[src/rtl/pattern_generator_pkg.sv]
`default_nettype none
// ============================================================================
// Module      : pattern_generator_pkg
// Description : Shared states, LFSR constants and default timing for the
//               two-player reaction-game pattern generator.
// Revision    : 1.0 - initial release
// ============================================================================
package pattern_generator_pkg;

    typedef enum logic [1:0] {
        IDLE = 2'd0,
        GAP  = 2'd1,
        SHOW = 2'd2,
        DONE = 2'd3
    } state_t;

    localparam int          c_LFSR_W  = 16;
    // Taps at bits 15, 13, 12 and 10
    localparam logic [15:0] c_LFSR_TAPS = 16'hB400;
    localparam int          c_TIMER_W = 20;

    localparam logic [15:0] c_DEF_SEED         = 16'hACE1;
    localparam int          c_DEF_PRESCALE     = 50;
    localparam int          c_DEF_GAP_LEN      = 200000;
    localparam int          c_DEF_WINDOW_LEN   = 800000;
    localparam int          c_DEF_NUM_PATTERNS = 64;

    function automatic logic [c_LFSR_W-1:0] lfsr_step(input logic [c_LFSR_W-1:0] s);
        return {s[c_LFSR_W-2:0], ^(s & c_LFSR_TAPS)};
    endfunction

    function automatic logic [3:0] next_pattern(input logic [c_LFSR_W-1:0] s);
        logic [c_LFSR_W-1:0] n;
        n = lfsr_step(s);
        return 4'b0001 << n[1:0];
    endfunction

endpackage
`default_nettype wire

[src/rtl/pattern_generator_lfsr16.sv]
`default_nettype none
// ============================================================================
// Module      : lfsr16
// Description : 16-bit Fibonacci LFSR with load and step enables.
// Revision    : 1.0 - initial release
// ============================================================================
module lfsr16
    import pattern_generator_pkg::*;
(
    input  logic                clk,
    input  logic                rst,
    input  logic                i_step,
    input  logic                i_load,
    input  logic [c_LFSR_W-1:0] i_seed,
    output logic [c_LFSR_W-1:0] o_state
);

    logic [c_LFSR_W-1:0] r_state;

    // Load wins over step so a game start always begins from the seed
    always_ff @(posedge clk) begin
        if (rst || i_load) begin
            r_state <= i_seed;
        end else if (i_step) begin
            r_state <= lfsr_step(r_state);
        end
    end

    assign o_state = r_state;

endmodule
`default_nettype wire

[src/rtl/pattern_generator.sv]
`default_nettype none
// ============================================================================
// Module      : pattern_generator
// Description : Game sequencer producing timed one-hot button patterns for
//               two players, separated by fixed gaps, from a seeded LFSR.
// Revision    : 1.0 - initial release
// ============================================================================
module pattern_generator
    import pattern_generator_pkg::*;
#(
    parameter int          PRESCALE     = c_DEF_PRESCALE,
    parameter int          GAP_LEN      = c_DEF_GAP_LEN,
    parameter int          WINDOW_LEN   = c_DEF_WINDOW_LEN,
    parameter int          NUM_PATTERNS = c_DEF_NUM_PATTERNS,
    parameter logic [15:0] SEED         = c_DEF_SEED
) (
    input  logic                 clock,
    input  logic                 reset,
    input  logic                 game_active,
    input  logic [1:0]           difficulty,
    output logic [3:0]           pattern_a,
    output logic [3:0]           pattern_b,
    output logic                 pattern_valid,
    output logic [c_TIMER_W-1:0] pattern_timer,
    output logic [7:0]           patterns_left,
    output logic                 game_over
);

    localparam int                    c_PS_W     = (PRESCALE > 1) ? $clog2(PRESCALE) : 1;
    localparam logic [c_PS_W-1:0]     c_PS_LAST  = c_PS_W'(PRESCALE - 1);
    localparam int                    c_GAP_W    = (GAP_LEN > 1) ? $clog2(GAP_LEN) : 1;
    localparam logic [c_GAP_W-1:0]    c_GAP_LAST = c_GAP_W'(GAP_LEN - 1);
    localparam logic [c_TIMER_W-1:0]  c_WINDOW   = c_TIMER_W'(WINDOW_LEN);
    localparam logic [7:0]            c_NUM      = 8'(NUM_PATTERNS);

    state_t               r_state,   w_state_nxt;
    logic [c_PS_W-1:0]    r_presc,   w_presc_nxt;
    logic [c_GAP_W-1:0]   r_gap_cnt, w_gap_nxt;
    logic [1:0]           r_diff,    w_diff_nxt;
    logic [3:0]           r_pattern, w_pattern_nxt;
    logic                 r_valid,   w_valid_nxt;
    logic [c_TIMER_W-1:0] r_timer,   w_timer_nxt;
    logic [7:0]           r_left,    w_left_nxt;
    logic                 r_over,    w_over_nxt;

    logic                 w_tick;
    logic                 w_lfsr_step;
    logic                 w_lfsr_load;
    logic [c_LFSR_W-1:0]  w_lfsr;
    logic [c_TIMER_W-1:0] w_win_last;

    lfsr16 u_lfsr (
        .clk     (clock),
        .rst     (reset),
        .i_step  (w_lfsr_step),
        .i_load  (w_lfsr_load),
        .i_seed  (SEED),
        .o_state (w_lfsr)
    );

    assign w_tick     = (r_presc == c_PS_LAST);
    assign w_win_last = (c_WINDOW >> r_diff) - 1'b1;

    always_comb begin
        w_state_nxt   = r_state;
        w_presc_nxt   = w_tick ? '0 : r_presc + 1'b1;
        w_gap_nxt     = r_gap_cnt;
        w_diff_nxt    = r_diff;
        w_pattern_nxt = r_pattern;
        w_valid_nxt   = r_valid;
        w_timer_nxt   = r_timer;
        w_left_nxt    = r_left;
        w_over_nxt    = r_over;
        w_lfsr_step   = 1'b0;
        w_lfsr_load   = 1'b0;

        case (r_state)
            IDLE: begin
                w_presc_nxt   = '0;
                w_gap_nxt     = '0;
                w_pattern_nxt = 4'd0;
                w_valid_nxt   = 1'b0;
                w_timer_nxt   = '0;
                w_over_nxt    = 1'b0;
                if (game_active) begin
                    w_state_nxt = GAP;
                    w_lfsr_load = 1'b1;
                    w_left_nxt  = c_NUM;
                    w_diff_nxt  = (difficulty == 2'd3) ? 2'd2 : difficulty;
                end
            end
            GAP, SHOW: begin
                if (!game_active) begin
                    // Abort: back to idle with every output cleared
                    w_state_nxt   = IDLE;
                    w_presc_nxt   = '0;
                    w_gap_nxt     = '0;
                    w_pattern_nxt = 4'd0;
                    w_valid_nxt   = 1'b0;
                    w_timer_nxt   = '0;
                    w_left_nxt    = 8'd0;
                    w_over_nxt    = 1'b0;
                end else if (w_tick && (r_state == GAP)) begin
                    if (r_gap_cnt == c_GAP_LAST) begin
                        w_state_nxt   = SHOW;
                        w_presc_nxt   = '0;
                        w_gap_nxt     = '0;
                        w_lfsr_step   = 1'b1;
                        w_pattern_nxt = next_pattern(w_lfsr);
                        w_valid_nxt   = 1'b1;
                        w_timer_nxt   = '0;
                    end else begin
                        w_gap_nxt = r_gap_cnt + 1'b1;
                    end
                end else if (w_tick) begin
                    if (r_timer == w_win_last) begin
                        w_presc_nxt   = '0;
                        w_gap_nxt     = '0;
                        w_pattern_nxt = 4'd0;
                        w_valid_nxt   = 1'b0;
                        w_timer_nxt   = '0;
                        w_left_nxt    = (r_left != 8'd0) ? r_left - 8'd1 : 8'd0;
                        if (r_left <= 8'd1) begin
                            w_state_nxt = DONE;
                            w_over_nxt  = 1'b1;
                        end else begin
                            w_state_nxt = GAP;
                        end
                    end else begin
                        w_timer_nxt = r_timer + 1'b1;
                    end
                end
            end
            DONE: begin
                w_presc_nxt = '0;
                w_over_nxt  = 1'b1;
                if (!game_active) begin
                    w_state_nxt = IDLE;
                    w_over_nxt  = 1'b0;
                end
            end
            default: begin
                w_state_nxt = IDLE;
            end
        endcase
    end

    always_ff @(posedge clock) begin
        if (reset) begin
            r_state   <= IDLE;
            r_presc   <= '0;
            r_gap_cnt <= '0;
            r_diff    <= 2'd0;
            r_pattern <= 4'd0;
            r_valid   <= 1'b0;
            r_timer   <= '0;
            r_left    <= 8'd0;
            r_over    <= 1'b0;
        end else begin
            r_state   <= w_state_nxt;
            r_presc   <= w_presc_nxt;
            r_gap_cnt <= w_gap_nxt;
            r_diff    <= w_diff_nxt;
            r_pattern <= w_pattern_nxt;
            r_valid   <= w_valid_nxt;
            r_timer   <= w_timer_nxt;
            r_left    <= w_left_nxt;
            r_over    <= w_over_nxt;
        end
    end

    assign pattern_a     = r_pattern;
    assign pattern_b     = r_pattern;
    assign pattern_valid = r_valid;
    assign pattern_timer = r_timer;
    assign patterns_left = r_left;
    assign game_over     = r_over;

endmodule
`default_nettype wire

[config.mk]
export PLATFORM = sky130hd
export DESIGN_NAME = pattern_generator
export DESIGN_NICKNAME = d
export VERILOG_FILES = /design/src/rtl/pattern_generator_pkg.sv /design/src/rtl/pattern_generator_lfsr16.sv /design/src/rtl/pattern_generator.sv
export SDC_FILE = /design/constraint.sdc
export NUM_CORES = 1
export LEC_CHECK = 0
export ABC_AREA = 1
export BUFFER_PORTS_ARGS = -buffer_cell sky130_fd_sc_hd__buf_2
export CAP_MARGIN = 20
export CORE_ASPECT_RATIO = 1.2
export CORE_MARGIN = 1.5
export CORE_UTILIZATION = 55
export DETAILED_ROUTE_END_ITERATION = 7
export PLACE_DENSITY = 0.75
export SETUP_SLACK_MARGIN = 0.4
export SLEW_MARGIN = 15
export SYNTH_ARGS = -nofsm -noshare
export SYNTH_HDL_FRONTEND = slang
export SYNTH_SLANG_ARGS = --single-unit
[constraint.sdc]
create_clock -name clock -period 2.55 [get_ports clock]
set_input_delay 0.255 -clock clock [delete_from_list [all_inputs] [get_ports clock]]
set_output_delay 0.255 -clock clock [all_outputs]
set_load 0.02 [all_outputs]
==> out/metrics.yaml <==
grt_pass1_wl_um: 20500
seq_area_um2: 1570
intPower_mw: 2.63
start_util: 0.564
grt_pass1_vias: 4534
grt_remaining_overflow: 0
first_pass_iters: 5
synthAdderAreaFrac: 0.0492
cap_violations: 0
dieArea_um2: 9350
synth_top_family_by_area: "simple AND/OR/NAND/NOR gates"
yosys-mux-area-fraction: 0
clock_tree.buffer_depth: 2
cts_buffers: 9
min_from: "difficulty[0]"
cts_tree: "yes"
max-slew-margin-rel: 0.730
io_buffers: 42
synthTopCellsByArea: "dfxtp_1 32%, nand2_1 16%, nor2_1 11%"
core_area_um2: 8560
dieHeight_um: 106
synth_cell_types: 41
arrival_ns: 2.40
multi_input_area_um2: 2890
diodes: 0
syn_to_final_growth_pct: 16.0
start_kind: "flop"
synth-compound-area-share: 0.0707
worstReg2RegEnd: "pattern_timer[11]$_SDFFE_PP0P_"
clk_latency_ns: 0.38
remaining_drc_errors: 0
synth_edf_count: 0
power_frac_seq: 0.334
slowest_stage: "dfxtp_2"
fin_crit_sh: 0.814
rr_worst_depth: 13
hold_depth: 3
synth_xor_xnor_area_share: 0.0326
syn_area_um2: 4830
crit_top_cell: "nand2_2"
place.gp.congestion: 0.997
setup_viol: 0
cts_sinks: 78
p_leak_nw: 2.56
tightest_slew_ns: 0.403
hold_violations: 0
r2r_setup_slack_ns: 0.47
fin_skew_ns: 0.00887
detailedRoute.firstIterationViolations: 276
worst_hold_path.endpoint: "r_diff[0]$_SDFFE_PP0P_"
combPwrFrac: 0.449
irDropWorstVdd_mv: 0.512
h-tree-depth: 3
avgSynthCellArea_um2: 6.34
timing.critical_path.buf_inv: 4
clockRootBuffer: "clkbuf_8"
final_antenna_net_count: 0
outcome: "completed"
dp.final_hpwl_um: 9120
pwr-share-clk: 0.218
drive_gt1_frac: 0.169
fmax_mhz: 482
path_class: "reg -> reg"
rsz0062_at_grt: "true"
die_w_um: 88.5
power.switching_mw: 2.10
setup-tns-final_ns: 0
grt_max_degree: 20
required_ns: 2.87
yosys.area.top_type_share: 0.323
final_util: 0.654
track_usage: 0.281
routedWlPerCell_um: 13.6
ys_async_sr_fraction: 0
synth_ff_type: "dfxtp_1"
r2r-start: "r_state[0]$_SDFFE_PP0P_"
row_count: 37
critPathCaptureType: "flop"
yosysWarnings: 0
fill_cells: 812
dp_cells: 914
power_density_nw_per_um2: 844
postLayoutCellArea_um2: 5600
drt-total-wl_um: 12800
worst-path-stages: 13
syn_nets: 786
period_needed_ns: 2.08
synth-simple-area-share: 0.425
crit_fanout: 13
netlist_instances: 762
min_path_type: "in -> reg"
drv_slew: 0
mostFrequentLayoutCell: "nand2_1"
layoutNonFillerInstCount: 941
cpPeakStageDelay_ns: 0.37
vias: 4937
avgViaCountPerCell: 5.25
antenna_found_initial: 0
fin_nets: 843
cp_top_family: "simple AND/OR/NAND/NOR gates"
layout_common_cells: "200 x nand2_1, 132 x nor2_1, 87 x inv_1"
clk_pin_slew_ns: 0.10
ys_seq_area_frac: 0.323
placed_cell_area_um2: 5160
io_pins: 43
crit_chain: "inv_1, ha_4, nand2_2, nor2_4, clkinv_1, nand2_2, a21oi_4, buf_12, nand2_4, nand2_8, inv_6, nand2_1, nor2_1"
synth.largest_area_cell: "dfxtp_1"
synth_seq_cells: 78
sw_frac_of_total: 0.445
fin_total_pwr_mw: 4.73
==> per-stage QoR <==
step	hold slack (ns)	setup WS (ns)
detailed placement	0.431	0.183
global route	0.176	0.288
floorplan	0.394	0.459
CTS	0.128	0.445
finish	0.125	0.474
global placement	0.426	0.313
==> cell type report <==
cell class / instances / share of cell area
multi-input cells: 569 / 0.515
flip-flops and latches: 78 / 0.281
repair buffers: 63 / 0.0695
inverters: 96 / 0.0674
well taps: 117 / 0.0261
clock buffers: 9 / 0.0221
clock inverters: 7 / 0.0156
repair inverters: 2 / 0.00313
==> state kept, by name, indices dropped and copies added (netlist names), 2 cells and up <==
| register | flops |
|---|---|
| u_lfsr.o_state | 16 |
| r_gap_cnt | 18 |
| r_state | 2 |
| r_diff | 2 |
| pattern_a | 4 |
| r_presc | 6 |
| pattern_timer | 20 |
| patterns_left | 8 |
==> repair_timing <==
| action | 4_1_cts | 5_1_grt |
|---|---|---|
| gates cloned | 0 | 3 |
| gates resized for setup | 9 | 34 |
| setup buffers | 3 | 5 |
| endpoints found under the setup margin | 38 | 38 |
| hold endpoints to repair | 0 | 0 |
| hold buffers | 0 | 0 |
| pin swaps | 1 | 6 |
==> worst max-delay path by stage <==
stage / endpoint / start
global route: r_gap_cnt[10]$_SDFFE_PP0P_ / r_diff[1]$_SDFFE_PP0P_
CTS: r_gap_cnt[10]$_SDFFE_PP0P_ / r_diff[0]$_SDFFE_PP0P_
floorplan: pattern_valid$_SDFFE_PP0P_ / r_diff[1]$_SDFFE_PP0P_
global placement: r_gap_cnt[1]$_SDFFE_PP0P_ / r_diff[0]$_SDFFE_PP0P_
detailed placement: r_gap_cnt[1]$_SDFFE_PP0P_ / r_diff[0]$_SDFFE_PP0P_
finish: pattern_timer[11]$_SDFFE_PP0P_ / r_state[0]$_SDFFE_PP0P_
==> worst register-to-register path, cell delays in order, from the launching register on <==
cell and delay [ns]:
dfxtp_2 0.37, inv_1 0.10, ha_4 0.30, nand2_2 0.12
nor2_4 0.18, clkinv_1 0.12, nand2_2 0.13, a21oi_4 0.05
buf_12 0.15, nand2_4 0.10, nand2_8 0.11, inv_6 0.15
nand2_1 0.06, nor2_1 0.08
==> metal layers <==
| metal | wire, um | vias up | global-route usage |
|---|---|---|---|
| met5 | 0 | - | 0 |
| met4 | 508 | 0 | 0.153 |
| met3 | 521 | 36 | 0.0431 |
| met2 | 6290 | 141 | 0.485 |
| met1 | 5490 | 2255 | 0.326 |
| li1 | - | 2505 | - |
==> cell families (layout without fill, tap and decap cells) <==
| family | count (synthesis) | count (layout) |
|---|---|---|
| buf+inv | 115 | 177 |
| xor+xnor | 18 | 18 |
| fa+ha+maj | 19 | 19 |
| simple gates | 470 | 470 |
| flops | 78 | 78 |
| compound gates | 62 | 62 |
==> cell usage after synthesis (2+ instances only) <==
cell / number
nor2_2: 2
nand4_1: 10
o21ai_1: 2
inv_1: 89
clkbuf_1: 6
o21ai_0: 26
buf_2: 5
nand3b_1: 2
nand2_1: 205
nand2_2: 10
clkinv_1: 3
o211ai_1: 2
xor2_1: 14
buf_4: 6
dfxtp_1: 78
xnor2_1: 4
nor2_1: 136
nor3b_1: 2
nor3_2: 2
ha_1: 19
or2_2: 3
buf_6: 2
nor3_1: 26
a21oi_1: 26
nand3_1: 61
inv_2: 3
nor2_4: 4
==> power by group through the flow <==
stage / Sequential (mW) / Combinational (mW) / Clock (mW)
6_report: 1.58 / 2.12 / 1.03
5_1_grt: 1.61 / 2.37 / 1.09
4_1_cts: 1.57 / 1.96 / 1.04
3_5_place_dp: 1.59 / 1.83 / 0
3_3_place_gp: 1.59 / 1.80 / 0
2_1_floorplan: 1.66 / 1.30 / 0
No activity file was read; power rests on OpenSTA's default activity.
